[src/rtl/xor_parity_pipe.sv]
// Two-stage pipelined parity generator/checker with sticky error flag.
// Define XOR_PAR_ERRCNT_EN to add the saturating err_cnt output.
module xor_parity_pipe #(
    parameter int WIDTH = 8,
    parameter int CNT_W = 8
) (
    input  logic             clk,
    input  logic             rst_n,
    input  logic             in_valid,
    input  logic [WIDTH-1:0] in_data,
    input  logic             in_par,
    input  logic             odd_mode,
    input  logic             clr,
    output logic             out_valid,
    output logic [WIDTH-1:0] out_data,
    output logic             out_par,
    output logic             par_err,
    output logic             err_sticky
`ifdef XOR_PAR_ERRCNT_EN
    ,
    output logic [CNT_W-1:0] err_cnt
`endif
);

    localparam int LO_W = WIDTH / 2;

    if (WIDTH < 2 || WIDTH > 64) begin : g_bad_width
        $error("xor_parity_pipe: WIDTH must be in 2..64");
    end
    if (CNT_W < 1 || CNT_W > 16) begin : g_bad_cnt_w
        $error("xor_parity_pipe: CNT_W must be in 1..16");
    end

    logic             lo_s1;
    logic             hi_s1;
    logic [WIDTH-1:0] data_s1;
    logic             par_s1;
    logic             odd_s1;
    logic             v1;

    logic             par_gen;
    logic             par_err_next;

    // Stage 1: split the reduction into two half-width trees.
    // NOTE: sequential state uses non-blocking assignments so every register samples pre-edge values.
    always_ff @(posedge clk or negedge rst_n) begin
        if (!rst_n) begin
            lo_s1   <= 1'b0;
            hi_s1   <= 1'b0;
            data_s1 <= '0;
            par_s1  <= 1'b0;
            odd_s1  <= 1'b0;
            v1      <= 1'b0;
        end else begin
            lo_s1   <= ^in_data[LO_W-1:0];
            hi_s1   <= ^in_data[WIDTH-1:LO_W];
            data_s1 <= in_data;
            par_s1  <= in_par;
            odd_s1  <= odd_mode;
            v1      <= in_valid;
        end
    end

    always_comb begin
        par_gen      = lo_s1 ^ hi_s1 ^ odd_s1;
        par_err_next = v1 & (par_gen ^ par_s1);
    end

    // Stage 2: data and parity hold across bubbles; valid and error do not.
    always_ff @(posedge clk or negedge rst_n) begin
        if (!rst_n) begin
            out_valid <= 1'b0;
            out_data  <= '0;
            out_par   <= 1'b0;
            par_err   <= 1'b0;
        end else begin
            out_valid <= v1;
            par_err   <= par_err_next;
            if (v1) begin
                out_data <= data_s1;
                out_par  <= par_gen;
            end
        end
    end

    // An error arriving with clr still sets the flag.
    always_ff @(posedge clk or negedge rst_n) begin
        if (!rst_n) begin
            err_sticky <= 1'b0;
        end else if (clr) begin
            err_sticky <= par_err_next;
        end else begin
            err_sticky <= err_sticky | par_err_next;
        end
    end

`ifdef XOR_PAR_ERRCNT_EN
    always_ff @(posedge clk or negedge rst_n) begin
        if (!rst_n) begin
            err_cnt <= '0;
        end else if (clr) begin
            err_cnt <= par_err_next ? CNT_W'(1) : '0;
        end else if (par_err_next && (err_cnt != {CNT_W{1'b1}})) begin
            err_cnt <= err_cnt + CNT_W'(1);
        end
    end
`endif

endmodule
[config.mk]
export PLATFORM = sky130hd
export DESIGN_NAME = xor_parity_pipe
export DESIGN_NICKNAME = d
export VERILOG_FILES = /design/src/rtl/xor_parity_pipe.sv
export SDC_FILE = /design/constraint.sdc
export NUM_CORES = 1
export LEC_CHECK = 0
export BUFFER_PORTS_ARGS = -buffer_cell sky130_fd_sc_hd__buf_4
export CAP_MARGIN = 20
export CORE_MARGIN = 5
export CORE_UTILIZATION = 38
export DETAILED_ROUTE_END_ITERATION = 10
export SYNTH_ARGS = -nofsm -noshare
export SYNTH_HDL_FRONTEND = slang
export SYNTH_SLANG_ARGS = --single-unit
[constraint.sdc]
create_clock -name clk -period 1.6 [get_ports clk]
set_input_delay 0.24 -clock clk [delete_from_list [all_inputs] [get_ports clk]]
set_output_delay 0.24 -clock clk [all_outputs]
set_load 0.05 [all_outputs]
==> flow_summary.json, run 1 <==
{
  "wl_per_cell_um": 11.7,
  "wirelength_um": 1240,
  "start_kind": "flip-flop",
  "drv_slew": 0,
  "max_freq_mhz": 876,
  "reg2reg_to": "out_data[7]",
  "hp-start": "odd_mode",
  "numPortBuffers": 25,
  "synth_compound_area_frac": 0.00737,
  "setup_slack_ps": 459,
  "yosys_warnings": 0,
  "cts_inserted_buffers": 3,
  "io_pins": 26,
  "grt_pass1_vias": 517,
  "cts_resized": 0,
  "crit_required_ps": 1360,
  "cts_setup_buffers": 0,
  "post-place-ws_ps": 480,
  "drt_iter0_markers": 0,
  "intPower_uw": 972,
  "grt_max_degree": 26,
  "slew_headroom": 0.717,
  "grt_util_all_layers": 0.0885,
  "gp_congestion": 0.609,
  "slowest_delay_ps": 410,
  "worst_slew_pin_slew_ps": 424,
  "pwr-share-clk": 0.183,
  "end_kind": "primary output",
  "avgSynthCellArea_um2": 17.3,
  "timing.rr.start": "v1",
  "die_area_um2": 3280,
  "final_cell_mix": "dfrtp_1, buf_4, mux2_2, xnor2_1, clkbuf_4",
  "p_switching_uw": 471,
  "fp.dieH_um": 57.3,
  "drc": 0,
  "cts_buffer_depth": 2,
  "die_x_um": 57.3,
  "core_area_um2": 2170,
  "syn_inst": 49,
  "rows": 17,
  "arrival_ps": 900,
  "synth_xor_area_frac": 0.112,
  "top_layer_used": "met3",
  "critical_path_class": "reg -> out",
  "setup_viol": 0,
  "crit_family": "flip-flops",
  "fin_crit_ps": 1140,
  "min_to": "odd_s1",
  "clkSinkCount": 25,
  "outcome": "complete, no violations",
  "synth_mux_area_frac": 0.124,
  "avgViaCountPerCell": 4.25,
  "firstDrtPassIters": 1,
  "maxCapViolCount": 0,
  "cts.clk_slew.worst_paths_ps": 120,
  "power.static_leakage_uw": 0.000517,
  "met3_length_um": 110,
  "synth_top_family_by_area": "multiplexers",
  "min_path_type": "in -> reg",
  "post_synth_num_cell_types": 10,
  "cellPowerDensity_nw_per_um2": 1310,
  "worstPathMaxFanout": 2,
  "path_cells": "buf_4",
  "drt.antenna.violating_nets": 0,
  "n_antenna_cell": 0,
  "tns_ps": 0,
  "antenna_found_initial": 0,
  "holdPathStages": 1,
  "fin_crit_sh": 0.713,
  "clock_latency_ps": 300,
  "final_nets": 93,
  "netlist_area_um2": 848,
  "ir_drop_v": 0.000621,
  "ff2ff_path_depth": 1,
  "dr_total_vias": 450,
  "slowest_stage": "dfrtp_1",
  "hold_viol_final": 0,
  "rsz0062_at_grt": "false",
  "synth-simple-area-share": 0.00442,
  "skew_ps": 3.06,
  "synth_fa_ha_area_frac": 0,
  "start_util": 0.391,
  "drive_above_1_share": 0.487,
  "largestRegisters": "data_s1 (8), out_data (8)",
  "seqPwrFrac": 0.517,
  "cts.htree.levels": 1,
  "grt_pass1_wl_um": 2270,
  "syn-num-nets": 63,
  "regToRegSetupSlack_ps": 490,
  "cp_num_buf_inv": 1,
  "synth_seq_area_share": 0.737,
  "wl_met2_um": 611,
  "switching_share": 0.326,
  "cts_tree": "built",
  "syn2layout_area_growth_pct": 29.9,
  "power.share.combinational": 0.300,
  "wl_met1_um": 515,
  "cts-root-buf": "clkbuf_4",
  "synth_seq_cells": 25,
  "grt_overflow_total": 0
}
[stage by stage]
stage | std cells | utilization | hold WS, ps | power (uW) | area [um2]
CTS | 106 | 0.508 | 26.1 | 1470 | 1100
finish | 106 | 0.508 | 35.6 | 1440 | 1100
global placement | 101 | 0.491 | 156 | 1190 | 1070
global route | 106 | 0.508 | 14.1 | 1520 | 1100
detailed placement | 101 | 0.491 | 157 | 1200 | 1070
floorplan | 49 | - | -55.6 | 1050 | 848
[metal layers]
metal | global-route usage | up-vias
met2 | 0.140 | 18
li1 | - | 214
met4 | 0.0397 | 0
met3 | 0.0294 | 0
met1 | 0.110 | 218
met5 | 0 | -
[worst max-delay path by stage]
stage,start,endpoint,slack (ps),depth (start not counted)
6_report,out_data[0],out_data[0],460,1
3_3_place_gp,v1,out_data[1],490,1
2_1_floorplan,hi_s1,out_par,580,3
5_1_grt,out_data[4],out_data[4],410,1
4_1_cts,out_data[0],out_data[0],450,1
3_5_place_dp,v1,out_data[7],480,1
[kinds of logic (layout without fill, tap and decap cells)]
| group | after synthesis | count (layout) |
|---|---|---|
| xor+xnor | 10 | 10 |
| mux | 9 | 9 |
| simple gates | 1 | 1 |
| buf+inv | 3 | 32 |
| compound gates | 1 | 1 |
| flops | 25 | 25 |
[repair_timing]
| action | in CTS | in global routing |
|---|---|---|
| endpoints found under the setup margin | 0 | 0 |
| hold buffers | 1 | 0 |
| endpoints found under the hold margin | 25 | 0 |
[synthesized netlist by cell type (all sizes together)]
library cell / count / area share
nor2: 1 / 0.0044
inv: 2 / 0.0089
buf: 1 / 0.0059
xor2: 2 / 0.021
dfrtp: 25 / 0.74
o22ai: 1 / 0.0074
mux2: 9 / 0.12
xnor2: 8 / 0.091
[final cells by class]
type                            instances  area [um2]
Clock buffer                            4        26.3
Fill cell                             201        1070
Inverter                                2        7.51
Multi-Input combinational cell         21         210
Sequential cell                        25         626
Tap cell                               28        35.0
Timing Repair Buffer                   26         198
[power by group through the flow]
stage	Sequential, uW	Combinational (uW)	Clock, uW
final	746	434	264
after global routing	756	461	300
after CTS	749	440	278
after detailed placement	761	438	0
after global placement	759	433	0
after floorplan	935	119	0
Note: power is estimated with default switching activity, not from simulation.
==> inputs of run 2 (changes only) <==
--- a/config.mk
+++ b/config.mk
@@ -5,6 +5,7 @@
 export SDC_FILE = /design/constraint.sdc
 export NUM_CORES = 1
 export LEC_CHECK = 0
+export ABC_AREA = 1
 export BUFFER_PORTS_ARGS = -buffer_cell sky130_fd_sc_hd__buf_4
 export CAP_MARGIN = 20
 export CORE_MARGIN = 5
==> constraint.sdc (replaced) <==
create_clock -name clk -period 1 [get_ports clk]
set_input_delay 0.15 -clock clk [delete_from_list [all_inputs] [get_ports clk]]
set_output_delay 0.15 -clock clk [all_outputs]
set_load 0.05 [all_outputs]
==> run 2 against run 1 <==
Against the previous run: the flow now finishes with violations (negative setup slack); cell count rose by 48%; worst hold slack improved by 21 ps; non-clock buffer count rose by 20; highest routed layer is now met4.
==> flow_summary.json, run 2 <==
{
  "outcome": "finished, violations left",
  "violations": "negative setup slack",
  "die_x_um": 58.3,
  "synth_seq_cells": 25,
  "numPortBuffers": 25,
  "clkSinkCount": 25,
  "maxCapViolCount": 0,
  "hp-start": "clr",
  "ir_drop_v": 0.00109,
  "cts.htree.levels": 1,
  "critical_path_class": "reg -> out",
  "clock_latency_ps": 310,
  "cts_buffer_depth": 2,
  "crit_family": "flip-flops",
  "worst_slew_pin_slew_ps": 304,
  "crit_required_ps": 850,
  "fin_crit_ps": 1050,
  "dr_total_vias": 674,
  "timing.rr.start": "lo_s1",
  "fp.dieH_um": 58.3,
  "core_area_um2": 2210,
  "n_fill_cell": 182,
  "n_antenna_cell": 0,
  "min_path_type": "in -> reg",
  "drv_slew": 0,
  "gp_congestion": 0.735,
  "dp_hpwl_um": 1090,
  "yosysTopAreaCell": "dfrtp_1",
  "avgViaCountPerCell": 4.29,
  "synth_seq_area_share": 0.705,
  "final_cell_count_no_fill": 157,
  "max_freq_mhz": 952,
  "grt_util_all_layers": 0.107,
  "cts_tree": "built",
  "rows": 17,
  "multi_input_area_um2": 228,
  "synth_area_leaders": "dfrtp_1, nand2_1, xnor2_1, inv_1, nand3_2",
  "regToRegSetupSlack_ps": 70,
  "yosysMostFrequentCell": "nand2_1",
  "fin_area_um2": 1360,
  "grt_pass1_vias": 605,
  "min_to": "err_sticky",
  "avgSynthCellArea_um2": 11.1,
  "syn2layout_area_growth_pct": 53.7,
  "drive_above_1_share": 0.341,
  "slowest_stage": "dfrtp_1",
  "antenna_found_initial": 0,
  "io_pins": 26,
  "die_area_um2": 3400,
  "skew_ps": 4.77,
  "worstPathMaxFanout": 2,
  "dp.cells": 134,
  "cp_num_buf_inv": 1,
  "drt_iter0_markers": 11,
  "cts.clk_slew.worst_paths_ps": 130,
  "setup_viol": 12,
  "firstDrtPassIters": 4,
  "synthFlopType": "dfrtp_1",
  "hold_viol_final": 0,
  "cts-root-buf": "clkbuf_4",
  "syn_inst": 80,
  "slowest_delay_ps": 430,
  "post_synth_num_cell_types": 12,
  "syn-num-nets": 94,
  "wl_per_cell_um": 10.3,
  "reg2reg_to": "err_sticky",
  "synthTopCellsByCount": "nand2_1, dfrtp_1, inv_1, xnor2_1, nand3_1",
  "grt_pass1_wl_um": 2750,
  "final_nets": 144,
  "start_kind": "flip-flop",
  "final_cell_mix": "nand2_1, dfrtp_1, buf_4, dlygate4sd3_1, buf_6",
  "start_util": 0.401,
  "rsz0062_at_grt": "true",
  "grt_overflow_total": 0,
  "postPlaceCellArea_um2": 1120,
  "setup_slack_ps": -50.2,
  "seq_area_um2": 627,
  "synth_top_area_frac": 0.705,
  "arrival_ps": 900,
  "drc": 0,
  "synth_edf_count": 0,
  "grt_max_degree": 26,
  "wirelength_um": 1620,
  "netlist_area_um2": 887,
  "yosys_warnings": 0,
  "largestRegisters": "data_s1 (8), out_data (8)",
  "synthArstFlopShare": 1.00,
  "cellPowerDensity_nw_per_um2": 1640,
  "ff2ff_path_depth": 6,
  "path_cells": "buf_6",
  "slew_headroom": 0.797,
  "cts_inserted_buffers": 3,
  "final_common_cell": "nand2_1",
  "holdPathStages": 4,
  "power.static_leakage_uw": 0.000713,
  "end_kind": "primary output",
  "drt.antenna.violating_nets": 0,
  "fin_crit_sh": 1.05
}
run 2: routing by layer:
| layer | GRT usage | part of all wire |
|---|---|---|
| met1 | 0.138 | 0.43 |
| met2 | 0.166 | 0.47 |
| met3 | 0.0504 | 0.086 |
| met4 | 0.0199 | 0.0086 |
| met5 | 0 | 0 |
run 2: worst max-delay path by stage:
stage                           start     endpoint  cells after the start
after floorplan                 hi_s1   err_sticky                      6
final                     out_data[2]  out_data[2]                      1
after CTS                 out_data[3]  out_data[3]                      1
after global routing      out_data[2]  out_data[2]                      1
after global placement          hi_s1   err_sticky                      6
after detailed placement        hi_s1   err_sticky                      6
run 2: cells by family after synthesis:
logic type	Yosys count	synth area share
AND/OR/NAND/NOR	40	0.190
XOR/XNOR	6	0.0592
AO/OA/AOI/OAI	1	0.00706
buffers and inverters	8	0.0381
flip-flops	25	0.705
run 2: final cells by class:
cell class	instances	area share
Sequential cell	25	0.460
Timing Repair Buffer	46	0.308
Multi-Input combinational cell	47	0.167
Tap cell	28	0.0257
Inverter	7	0.0193
Clock buffer	3	0.0165
Clock inverter	1	0.00367
run 2: report_power, final:
| part | total, uW | internal, uW | leakage [uW] | switching, uW |
|---|---|---|---|---|
| sequential | 1160 | 1100 | 0.000296 | 61.0 |
| combinational | 654 | 289 | 0.000399 | 365 |
| clock | 422 | 149 | 0.0000177 | 273 |
| total | 2240 | 1540 | 0.000713 | 699 |
run 2: stage by stage:
stage,hold WS (ps),power (uW),TNS (ps),util,setup slack (ps)
2_1_floorplan,-146,1510,0,-,114
3_3_place_gp,67.9,1690,0,0.505,91.6
3_5_place_dp,69.2,1700,0,0.505,61.1
4_1_cts,48.9,2240,-512,0.599,-63.1
5_1_grt,61.6,2360,-827,0.617,-96.2
6_report,56.8,2240,-291,0.617,-50.2
run 2: what timing repair did:
item	4_1_cts	5_1_grt
endpoints found under the setup margin	12	21
buffers inserted	2	5
hold endpoints to repair	36	0
gates resized for setup	12	2
hold buffers	12	0
